`config.mk`:
```
export PLATFORM = sky130hd
export DESIGN_NAME = id_ex_stage
export DESIGN_NICKNAME = d
export VERILOG_FILES = /design/src/rtl/id_ex_stage_pkg.sv /design/src/rtl/id_ex_stage_fwd_mux.sv /design/src/rtl/id_ex_stage.sv
export SDC_FILE = /design/constraint.sdc
export NUM_CORES = 1
export LEC_CHECK = 0
export ABC_AREA = 1
export CORE_UTILIZATION = 40
export DETAILED_ROUTE_END_ITERATION = 8
export GPL_TIMING_DRIVEN = 0
export PLACE_DENSITY_LB_ADDON = 0.12
export SLEW_MARGIN = 40
export SYNTH_ARGS = -nofsm -noshare
export SYNTH_HDL_FRONTEND = slang
export SYNTH_SLANG_ARGS = --single-unit
```
`constraint.sdc`:
```
create_clock -name clk -period 1.5 [get_ports clk]
set_input_delay 0.225 -clock clk [delete_from_list [all_inputs] [get_ports clk]]
set_output_delay 0.225 -clock clk [all_outputs]
set_load 0.03 [all_outputs]
```
`src/rtl/id_ex_stage_pkg.sv`:
```
// Shared opcode/funct constants, control-bit indices and the ID/EX register record.
package id_ex_stage_pkg;

  localparam logic [5:0] OP_RTYPE   = 6'b000000;
  localparam logic [5:0] OP_LW      = 6'b100011;
  localparam logic [5:0] OP_SW      = 6'b101011;

  localparam logic [5:0] FUNCT_SLL  = 6'b000000;
  localparam logic [5:0] FUNCT_SRL  = 6'b000010;
  localparam logic [5:0] FUNCT_SRA  = 6'b000011;
  localparam logic [5:0] FUNCT_MULT = 6'b011000;
  localparam logic [5:0] FUNCT_DIV  = 6'b011010;
  localparam logic [5:0] FUNCT_ADD  = 6'b100000;
  localparam logic [5:0] FUNCT_SUB  = 6'b100010;

  // Bit positions inside the 5-bit decoder control word
  localparam int CTRL_W        = 5;
  localparam int CTRL_REGWRITE = 4;
  localparam int CTRL_MEMREAD  = 3;
  localparam int CTRL_MEMWRITE = 2;
  localparam int CTRL_MEMTOREG = 1;
  localparam int CTRL_ALUSRC   = 0;

  // Everything the EX stage remembers about one instruction; all-zero is a bubble
  typedef struct packed {
    logic [5:0]        aluop;
    logic [5:0]        funct;
    logic [CTRL_W-1:0] ctrl;
    logic [4:0]        rs;
    logic [4:0]        rt;
    logic [4:0]        wr;
    logic              valid;
    logic [31:0]       rs_data;
    logic [31:0]       rt_data;
    logic [31:0]       imm;
  } ex_regs_t;

  // Shift-by-immediate instructions take the shifted value from rt and shamt from imm
  function automatic logic is_shift(input logic [5:0] aluop, input logic [5:0] funct);
    return (aluop == OP_RTYPE) &&
           (funct == FUNCT_SLL || funct == FUNCT_SRL || funct == FUNCT_SRA);
  endfunction

endpackage

```
`src/rtl/id_ex_stage_fwd_mux.sv`:
```
// Operand forwarding select: youngest producer (EX/MEM) wins, r0 is never forwarded.
module fwd_mux #(
  parameter bit FWD_EN = 1'b1
) (
  input  logic [4:0]  src_reg,
  input  logic [31:0] src_data,
  input  logic        exmem_regwrite,
  input  logic [4:0]  exmem_wr,
  input  logic [31:0] exmem_data,
  input  logic        memwb_regwrite,
  input  logic [4:0]  memwb_wr,
  input  logic [31:0] memwb_data,
  output logic [31:0] fwd_data
);

  // Pick the newest in-flight value for src_reg, else the value read in ID
  always_comb begin
    fwd_data = src_data;
    if (FWD_EN) begin
      if (exmem_regwrite && exmem_wr != 5'd0 && exmem_wr == src_reg)
        fwd_data = exmem_data;
      else if (memwb_regwrite && memwb_wr != 5'd0 && memwb_wr == src_reg)
        fwd_data = memwb_data;
    end
  end

endmodule

```
`src/rtl/id_ex_stage.sv`:
```
// ID/EX pipeline register with load-use detection, mult/div stall hold and operand forwarding.
module id_ex_stage
  import id_ex_stage_pkg::*;
#(
  parameter bit FWD_EN = 1'b1
) (
  input  logic              clk,
  input  logic              rst_n,
  input  logic              id_valid,
  input  logic [5:0]        id_aluop,
  input  logic [5:0]        id_funct,
  input  logic [CTRL_W-1:0] id_ctrl,
  input  logic [4:0]        id_rs,
  input  logic [4:0]        id_rt,
  input  logic [4:0]        id_wr,
  input  logic [31:0]       id_rs_data,
  input  logic [31:0]       id_rt_data,
  input  logic [31:0]       id_imm,
  input  logic              flush,
  input  logic              stall_muldiv,
  input  logic              exmem_regwrite,
  input  logic [4:0]        exmem_wr,
  input  logic [31:0]       exmem_data,
  input  logic              memwb_regwrite,
  input  logic [4:0]        memwb_wr,
  input  logic [31:0]       memwb_data,
  output logic [5:0]        ALUOp_regD,
  output logic [5:0]        funct_regD,
  output logic [31:0]       ALUinA,
  output logic [31:0]       ALUinB,
  output logic [3:0]        ex_ctrl,
  output logic [4:0]        ex_wr,
  output logic [31:0]       ex_store_data,
  output logic              ex_valid,
  output logic              hold_id
);

  ex_regs_t    ex_q;
  ex_regs_t    ex_d;
  logic        loaduse;
  logic [31:0] fwd_a;
  logic [31:0] fwd_b;

  // A load in EX whose destination is read by the ID instruction must be held back a cycle
  always_comb begin
    loaduse = id_valid && ex_q.valid && ex_q.ctrl[CTRL_MEMREAD] && (ex_q.wr != 5'd0) &&
              ((ex_q.wr == id_rs) || (ex_q.wr == id_rt));
    hold_id = stall_muldiv || loaduse;
  end

  // Next EX contents: hold during mult/div, bubble on squash/hazard/empty slot, else take ID
  always_comb begin
    ex_d = ex_q;
    if (!stall_muldiv) begin
      if (flush || loaduse || !id_valid) begin
        ex_d = '0;
      end else begin
        ex_d.aluop   = id_aluop;
        ex_d.funct   = id_funct;
        ex_d.ctrl    = id_ctrl;
        ex_d.rs      = id_rs;
        ex_d.rt      = id_rt;
        ex_d.wr      = id_wr;
        ex_d.valid   = 1'b1;
        ex_d.rs_data = id_rs_data;
        ex_d.rt_data = id_rt_data;
        ex_d.imm     = id_imm;
      end
    end
  end

  // EX register bank; reset also drops any instruction held by a mult/div stall
  always_ff @(posedge clk or negedge rst_n) begin
    if (!rst_n) ex_q <= '0;
    else        ex_q <= ex_d;
  end

  fwd_mux #(.FWD_EN(FWD_EN)) u_fwd_rs (
    .src_reg        (ex_q.rs),
    .src_data       (ex_q.rs_data),
    .exmem_regwrite (exmem_regwrite),
    .exmem_wr       (exmem_wr),
    .exmem_data     (exmem_data),
    .memwb_regwrite (memwb_regwrite),
    .memwb_wr       (memwb_wr),
    .memwb_data     (memwb_data),
    .fwd_data       (fwd_a)
  );

  fwd_mux #(.FWD_EN(FWD_EN)) u_fwd_rt (
    .src_reg        (ex_q.rt),
    .src_data       (ex_q.rt_data),
    .exmem_regwrite (exmem_regwrite),
    .exmem_wr       (exmem_wr),
    .exmem_data     (exmem_data),
    .memwb_regwrite (memwb_regwrite),
    .memwb_wr       (memwb_wr),
    .memwb_data     (memwb_data),
    .fwd_data       (fwd_b)
  );

  // ALU operand steering: shifts operate on rt by shamt, others on rs and rt/immediate
  always_comb begin
    if (is_shift(ex_q.aluop, ex_q.funct)) begin
      ALUinA = fwd_b;
      ALUinB = {27'b0, ex_q.imm[10:6]};
    end else begin
      ALUinA = fwd_a;
      ALUinB = ex_q.ctrl[CTRL_ALUSRC] ? ex_q.imm : fwd_b;
    end
  end

  assign ALUOp_regD    = ex_q.aluop;
  assign funct_regD    = ex_q.funct;
  assign ex_ctrl       = ex_q.ctrl[CTRL_W-1:1];
  assign ex_wr         = ex_q.wr;
  assign ex_valid      = ex_q.valid;
  assign ex_store_data = fwd_b;

endmodule

```
==> results summary, run 1 <==
In the final design database the tool counted 1896 nets. The via count of the first global-routing pass came out at 10027. In this run, distinct cell masters in the synthesized netlist total 29. Input and output buffers added on the ports amount to 327. Global routing finished with a remaining overflow of 0. On the final layout, the worst clock skew is 13.5 ps. The detailed router used layers up to and including met4. For this run, asynchronously set or reset flops after synthesis account for 100%. The number of max-capacitance violations reported is 0. The largest incremental delay on the critical path is 450 ps. The share of the core filled with cells is 73.0%. The number of sinks handled by clock tree synthesis came out at 129. The deepest clock path buffer count came out at 2. The wire length on met3 came out at 2820 µm. The full die area came out at 23000 µm². The critical path goes through xnor2_2 -> nand2_2 -> nor2_4 -> buf_12 -> nand3_4 -> buf_8 -> nand2_2 -> nand2_1 -> nand2_2 -> nand3_1 -> nand2_1 -> inv_2 -> buf_6. The floorplan has 54 rows. Setup repair after global routing could not meet its margin everywhere. After detailed routing, the met2 layer carries 18400 µm of wire. In the final routed layout, each cell accounts on average for 18.9 µm. The first detailed-routing pass took 5 iterations.

The final cell count without fillers came out at 1984. The residual DRC count is 0. The type of the most critical hold path is in2async. The shortest period the worst path allows is 2620 ps. For this run, the top clock speed supported by timing is 382 MHz.

After clock tree synthesis, the clock-pin slew on the worst setup and hold paths is 60 ps. The flow ran to the end, but the final reports show violations. The total number of vias came out at 10239. In the layout the commonest cells are clkdlybuf4s50_1 (205), nand2_1 (189), inv_1 (133), nand2_4 (125), dfrtp_1 (123). The power per cell area is 810 nW/µm².

The starting utilization of the core area is 41.0%. The relative max-transition margin came out at 42.2%. Of the synthesized area, sequential elements account for 36.0%. The number of routed nets with antenna violations is 0.

In this run the worst path has a maximum fanout of 10. The count of yosys warnings during synthesis came out at 0. The number of failing setup endpoints in the final timing report came out at 226. The share of the clock period used by the worst path after layout came out at 174%. On the critical path, the stage with the largest delay is an instance of dfrtp_2.

The average vias per placed instance came out at 5.16. The slew at the pin with the worst max-slew slack is 868 ps. Once placement completed, the tool counted placed cells totaling 1893. For the worst setup path, the data required time is 1270 ps. The final estimated routing congestion in global placement came out at 0.926. The detailed placer's ending HPWL came out at 26400 µm. Buffers inserted during clock tree synthesis total 17.

The total track usage is 32.0%. In this run, synthesis inferred 0 flip-flops with an integrated enable. Ranked by total cell area, the synthesized netlist is headed by dfrtp_1 (36%), nand2_1 (16%), o21ai_2 (9.9%), nand3_1 (9.4%), inv_1 (6.8%). Counting stages on the worst path, the most repeated cell is nand2_2. The pin count of the biggest net entering global routing came out at 66. The routed wire length is 37500 µm.

The hold violation count in the final report came out at 0. The library cell used most frequently in the layout, excluding fill and tap cells, is clkdlybuf4s50_1. The final hold slack is 325 ps. Compared with the post-synthesis result, the final layout area differs by 78.1%. The critical setup path kind is reg2out.

The static leakage power came out at 0.00810 µW. The root buffer cell chosen for the clock tree is clkbuf_16. The count of final max-slew check failures is 0. The worst endpoint data arrival time came out at 2390 ps. The total routed wire length on the met1 layer came out at 14800 µm. The synthesized netlist cell count came out at 1285.

The die is 152 µm wide. The TritonCTS clock tree is yes. The synthesized netlist occupies a cell area of 8970 µm². The initial antenna violation count is 2. Counting flops and latches in the post-synthesis netlist gives 129.

The share of the synthesized area in the top cell type is 36.0%. Of all cell types, the one taking the most synthesized area is dfrtp_1. The mean post-synth cell area came out at 6.98 µm². In this run the standard cell core region covers 21900 µm². For this run, the leading register cell type out of synthesis is dfrtp_1. The worst setup path is launched from a register. The worst path setup slack after routing came out at -1120 ps. The highest ir drop seen on vdd came out at 0.677 mV. The first global-routing pass estimated 54700 µm of wire. When the netlist entered floorplanning its net count stood at 1494. The I/O pin count is 328. The initial detailed-routing violation count is 603.

The checks that failed: setup timing. STA classifies the critical path endpoint as an output pin. At the later pin of the worst-skew pair, clock insertion delay measures 430 ps. The maximum level of the CTS H-tree came out at 4. The ratio of cells with drive above 1 in the final layout came out at 42.9%. The vertical die dimension is 152 µm.
[worst paths after layout]
check	startpoint	cells past startpoint	slack [ps]	endpoint
setup / recovery	ex_q[102]	13	-1120	ALUinB[30]
hold / removal	rst_n	2	330	ex_q[86]
setup reg to reg	ex_wr[3]	12	-420	ex_q[105]
hold reg to reg	ex_q[71]	2	480	ex_q[71]
max in group asynchronous	rst_n	3	420	ex_q[2]
min in group clk	id_aluop[5]	3	330	ALUOp_regD[5]
[repair_timing]
| action | in CTS | in global routing |
|---|---|---|
| hold buffers | 1 | 0 |
| setup endpoints to repair | 241 | 232 |
| gates resized for setup | 873 | 235 |
| setup buffers | 33 | 24 |
| gates cloned | 13 | 4 |
| pin swaps | 32 | 48 |
| hold endpoints to repair | 64 | 0 |
[logic make-up after synthesis]
| family | synth area share, % |
|---|---|
| DFF | 36.0 |
| buffers and inverters | 13.9 |
| and+or+nand+nor | 35.9 |
| AOI/OAI and AO/OA | 11.4 |
| xor gates and xnor gates | 2.73 |
[metrics by stage]
stage	setup slack [ps]	TNS [ps]	area [µm²]	power, µW
5_1_grt	-1200	-156550	16000	13400
3_5_place_dp	-1780	-222920	13500	7980
2_1_floorplan	-234	-13950	9800	6150
3_3_place_gp	-5190	-887260	13400	7940
4_1_cts	-1100	-132170	15300	12700
6_report	-1120	-134760	16000	13000
[layer usage]
layer | track usage (%) | vias to the layer above
li1 | - | 4844
met1 | 39.4 | 4829
met2 | 53.7 | 469
met3 | 5.93 | 97
met4 | 15.6 | 0
met5 | 0 | -
[flip-flops by register name, indices dropped and copies added (netlist names)]
register / flops
ex_valid: 1
ALUOp_regD: 6
funct_regD: 6
ex_q: 107
ex_wr: 5
ex_ctrl: 4
[cell type report]
type                            count  area [µm²]
Multi-Input combinational cell    888        6080
Fill cell                        1695        5910
Timing Repair Buffer              395        4360
Sequential cell                   129        3240
Buffer                             91         732
Inverter                          165         624
Clock buffer                       17         425
Tap cell                          280         350
Clock inverter                     15         173
Antenna cell                        4        10.0
[worst max-delay path: cells and delay by family, from the launching register on]
kind | cells | cell delay, ps
flip-flops | 1 | 450
buffers and inverters | 4 | 520
AND/OR/NAND/NOR | 8 | 800
XOR/XNOR | 1 | 190
[power by group]
part           leakage (µW)  internal (µW)  switching [µW]
clock network      0.000284           2500            1820
logic               0.00609           2060            2740
registers           0.00173           3670             152
total               0.00810           8240            4710
[synth_stat cells, types with 2 or more instances]
cell        n
o21ai_0    28
nor2_1     81
xor2_1     18
nand2_1   393
inv_2       3
xnor2_1    10
or2_1      28
buf_2      27
nor2_4      2
buf_4      26
o21ai_2   101
buf_1       3
nand4_1    41
dfrtp_1   129
inv_1     162
nor2_2      2
nand3_1   169
nand3_2     2
clkbuf_1   32
or2_2       4
buf_6      15
nor4_1      2
Power figures use the tool's default switching activity.
==> run 2: changes to the inputs <==
- clock period: 1.5 -> 2.6 ns (I/O delays scaled with it)
==> results summary, run 2 (synthesis gave the netlist of run 1 again) <==
The flow ran to the end, but the final reports show violations. The cell area after layout came out at 14600 µm² (-8.5%). The detailed placer's ending HPWL came out at 26900 µm (+1.8%). The count of final max-slew check failures was 0 (unchanged).

The total number of vias is 10161 (-0.76%). The number of nets in the layout came out at 1868 (-1.5%). The starting utilization of the core area is 41.0% (unchanged).

The root buffer selected by CTS is clkbuf_16. Tracing the worst setup path back leads to its startpoint at ex_q[105]. The core outline area is 21900 µm² (unchanged). The combinational power share came out at 34.9% (-2.2 points).

The deepest clock path buffer count came out at 2 (unchanged). The final cell count without fillers is 1955 (-1.5%). TritonCTS built the clock tree. The share of the clock period used by the worst path after layout is 104%. The startpoint of the worst register-to-register path is ex_wr[0].

The slew at the pin with the worst max-slew slack came out at 924 ps (+56.7 ps). The sequential cell area is 3230 µm² (-0.12%). The power per cell area is 497 nW/µm² (-39%). The number of sinks handled by clock tree synthesis came out at 129 (unchanged). The min-delay analysis places its worst path in the category in2async. The worst endpoint data arrival time was 2310 ps (-80 ps).

The most common cell after layout, fill and taps aside is nand2_1. The worst reg-to-reg setup slack was 740 ps (+1160 ps). The depth of the worst register-to-register path came to 8 (-4).

The number of standard-cell rows in the floorplan was 54 (unchanged). The residual DRC count came out at 0 (unchanged). The highest net fanout along the worst path came out at 10 (unchanged). The hold violation count in the final report is 0 (unchanged).

The total area of multi-input combinational cells came to 5310 µm² (-13%). The post-place setup slack is -907 ps (+877 ps). The pin count of the biggest net entering global routing came to 68 (+3.0%). The number of failing setup endpoints in the final timing report is 64 (-72%). The final setup skew was 10.7 ps (-2.82 ps). The final estimated routing congestion in global placement is 0.974 (+5.2%). The highest ir drop seen on vdd came to 0.427 mV (-37%). The total congestion overflow is 0 (unchanged). The total track usage was 30.9% (-1.1 points). The worst path setup slack after routing was -105 ps (+1010 ps). The number of max-capacitance violations reported came out at 0 (unchanged). The internal power came out at 4670 µW (-43%). The number of flip-flops in the largest register came to 107 (unchanged). The average vias per placed instance came out at 5.20 (+0.71%). The endpoint of the most critical register-to-register path is ex_q[74].

The number of routed nets with antenna violations came out at 0 (unchanged). The checks that failed: setup timing. The net switching power of the design is 2600 µW (-45%). The share of total power consumed by net switching was 35.8% (-0.62 points). The maximum operating frequency came out at 370 MHz. The horizontal extent of the die is 152 µm (unchanged). The static leakage power was 0.00757 µW (-6.6%). The instance area after placement is 12700 µm² (-5.9%). The full die area is 23000 µm² (unchanged). The detailed-router iteration count before antenna repair is 5 (unchanged). The I/O pin count is 328 (unchanged). The clock transition at the registers of the reported paths is 70 ps (about the same). The vertical die dimension came to 152 µm (unchanged). The count of fill cells added during filler insertion came to 1972 (+16%).

The routed wire length came to 36200 µm (-3.5%). The wire length of the first global-routing pass came out at 53300 µm (-2.5%). The worst path required time is 2210 ps (+940 ps). The initial detailed-routing violation count is 570 (-5.5%).

The number of port buffers came out at 327 (unchanged). The worst path in the final design needs a cycle of 2700 ps, including I/O delays and setup. The insertion delay to the later sink of the worst-skew pair came to 430 ps (about the same). In the layout the commonest cells are nand2_1 (238), clkdlybuf4s50_1 (219), inv_1 (154), nand3_1 (134), nand2_2 (127). The initial antenna violation count came out at 2 (unchanged). Setup repair after global routing could not meet its margin everywhere.

The via count of the first global-routing pass is 9678 (-3.5%). The type of element capturing the critical path is an output pin. The maximum level of the CTS H-tree is 4 (unchanged). The share of the core filled with cells is 66.8% (-6.2 points). The worst setup path is of the reg2out kind. The ratio of cells with drive above 1 in the final layout is 34.1% (-8.8 points). The average routed wire per standard cell is 18.5 µm (-2.0%).

Counting flops per register, the top entry is ex_q. The worst setup path is launched from a register. The proportion of power drawn by the clock network came out at 34.8% (+1.5 points).

The number of buffers created by CTS came out at 17 (unchanged). The area overhead of the layout relative to synthesis is 63.1%. The sequential share of power is 30.3% (+0.8 points).

The relative max-transition margin was 38.4% (-3.8 points). The critical path ends at ALUinB[5]. The total negative setup slack came to -3700 ps (+131060 ps). The number of placed cells counting well taps was 1894 (+0.053%).
-- run 2: cell types whose count changed in the layout (fill, tap and decap cells not counted), moves of 15 or more --
cell and change:
o21ai_2 -15, nand2_2 +49, nand3_2 -18, nand3_1 +16
nand2_1 +49, inv_1 +21, inv_2 -21, nand2_4 -96
o21ai_0 +22, buf_12 -20
-- run 2: per-layer routing --
metal | track usage [%] | routed length [µm] | up-vias
li1 | - | - | 4783
met3 | 5.63 | 2790 | 75
met5 | 0 | 0 | -
met2 | 51.1 | 17500 | 439
met1 | 39.8 | 14800 | 4864
met4 | 12.2 | 1110 | 0
-- run 2: power groups by stage --
| stage | sequential (µW) | combinational (µW) | clock [µW] |
|---|---|---|---|
| finish | 2200 | 2540 | 2530 |
| global route | 2220 | 2710 | 2640 |
| CTS | 2200 | 2320 | 2560 |
| detailed placement | 2230 | 2190 | 0 |
| global placement | 2230 | 2160 | 0 |
| floorplan | 2210 | 1140 | 0 |
-- run 2: area by class of cell --
type / instances / share of cell area, %
flip-flops and latches: 129 / 22.1
plain buffers: 102 / 5.64
clock buffers: 17 / 2.91
clock inverters: 15 / 1.24
inverters: 165 / 4.27
diodes: 3 / 0.0513
well taps: 280 / 2.39
repair buffers: 356 / 25.2
multi-input cells: 888 / 36.3
-- run 2: critical path, stage by stage, from the launching register on --
cell      delay (ps)
dfrtp_2          440
buf_4            150
xor2_1           170
nor2_4           210
nand3b_4         160
buf_8            200
nand2_1          120
nand3_1          120
nand2_1          110
inv_1             40
buf_2            170
-- run 2: worst min-delay path by stage --
stage,from,endpoint,slack (ps),depth (start not counted)
3_5_place_dp,rst_n,ex_q[19],200,1
6_report,rst_n,ex_q[19],340,2
3_3_place_gp,ex_q[61],ex_q[61],460,2
5_1_grt,rst_n,ex_q[19],350,2
4_1_cts,rst_n,ex_q[19],340,2
2_1_floorplan,rst_n,ALUOp_regD[0],90,0
-- run 2: metrics by stage --
stage,hold slack (ps),power (µW)
3_5_place_dp,198,4420
5_1_grt,354,7560
2_1_floorplan,94.4,3350
6_report,336,7270
3_3_place_gp,461,4390
4_1_cts,338,7080
-- run 2: repair_timing --
action / 4_1_cts / 5_1_grt
setup buffers: 14 / 9
hold buffers: 1 / 0
gates cloned: 1 / 2
resized for setup: 706 / 319
endpoints found under the hold margin: 8 / 0
setup endpoints to repair: 97 / 97
pin swaps: 20 / 69
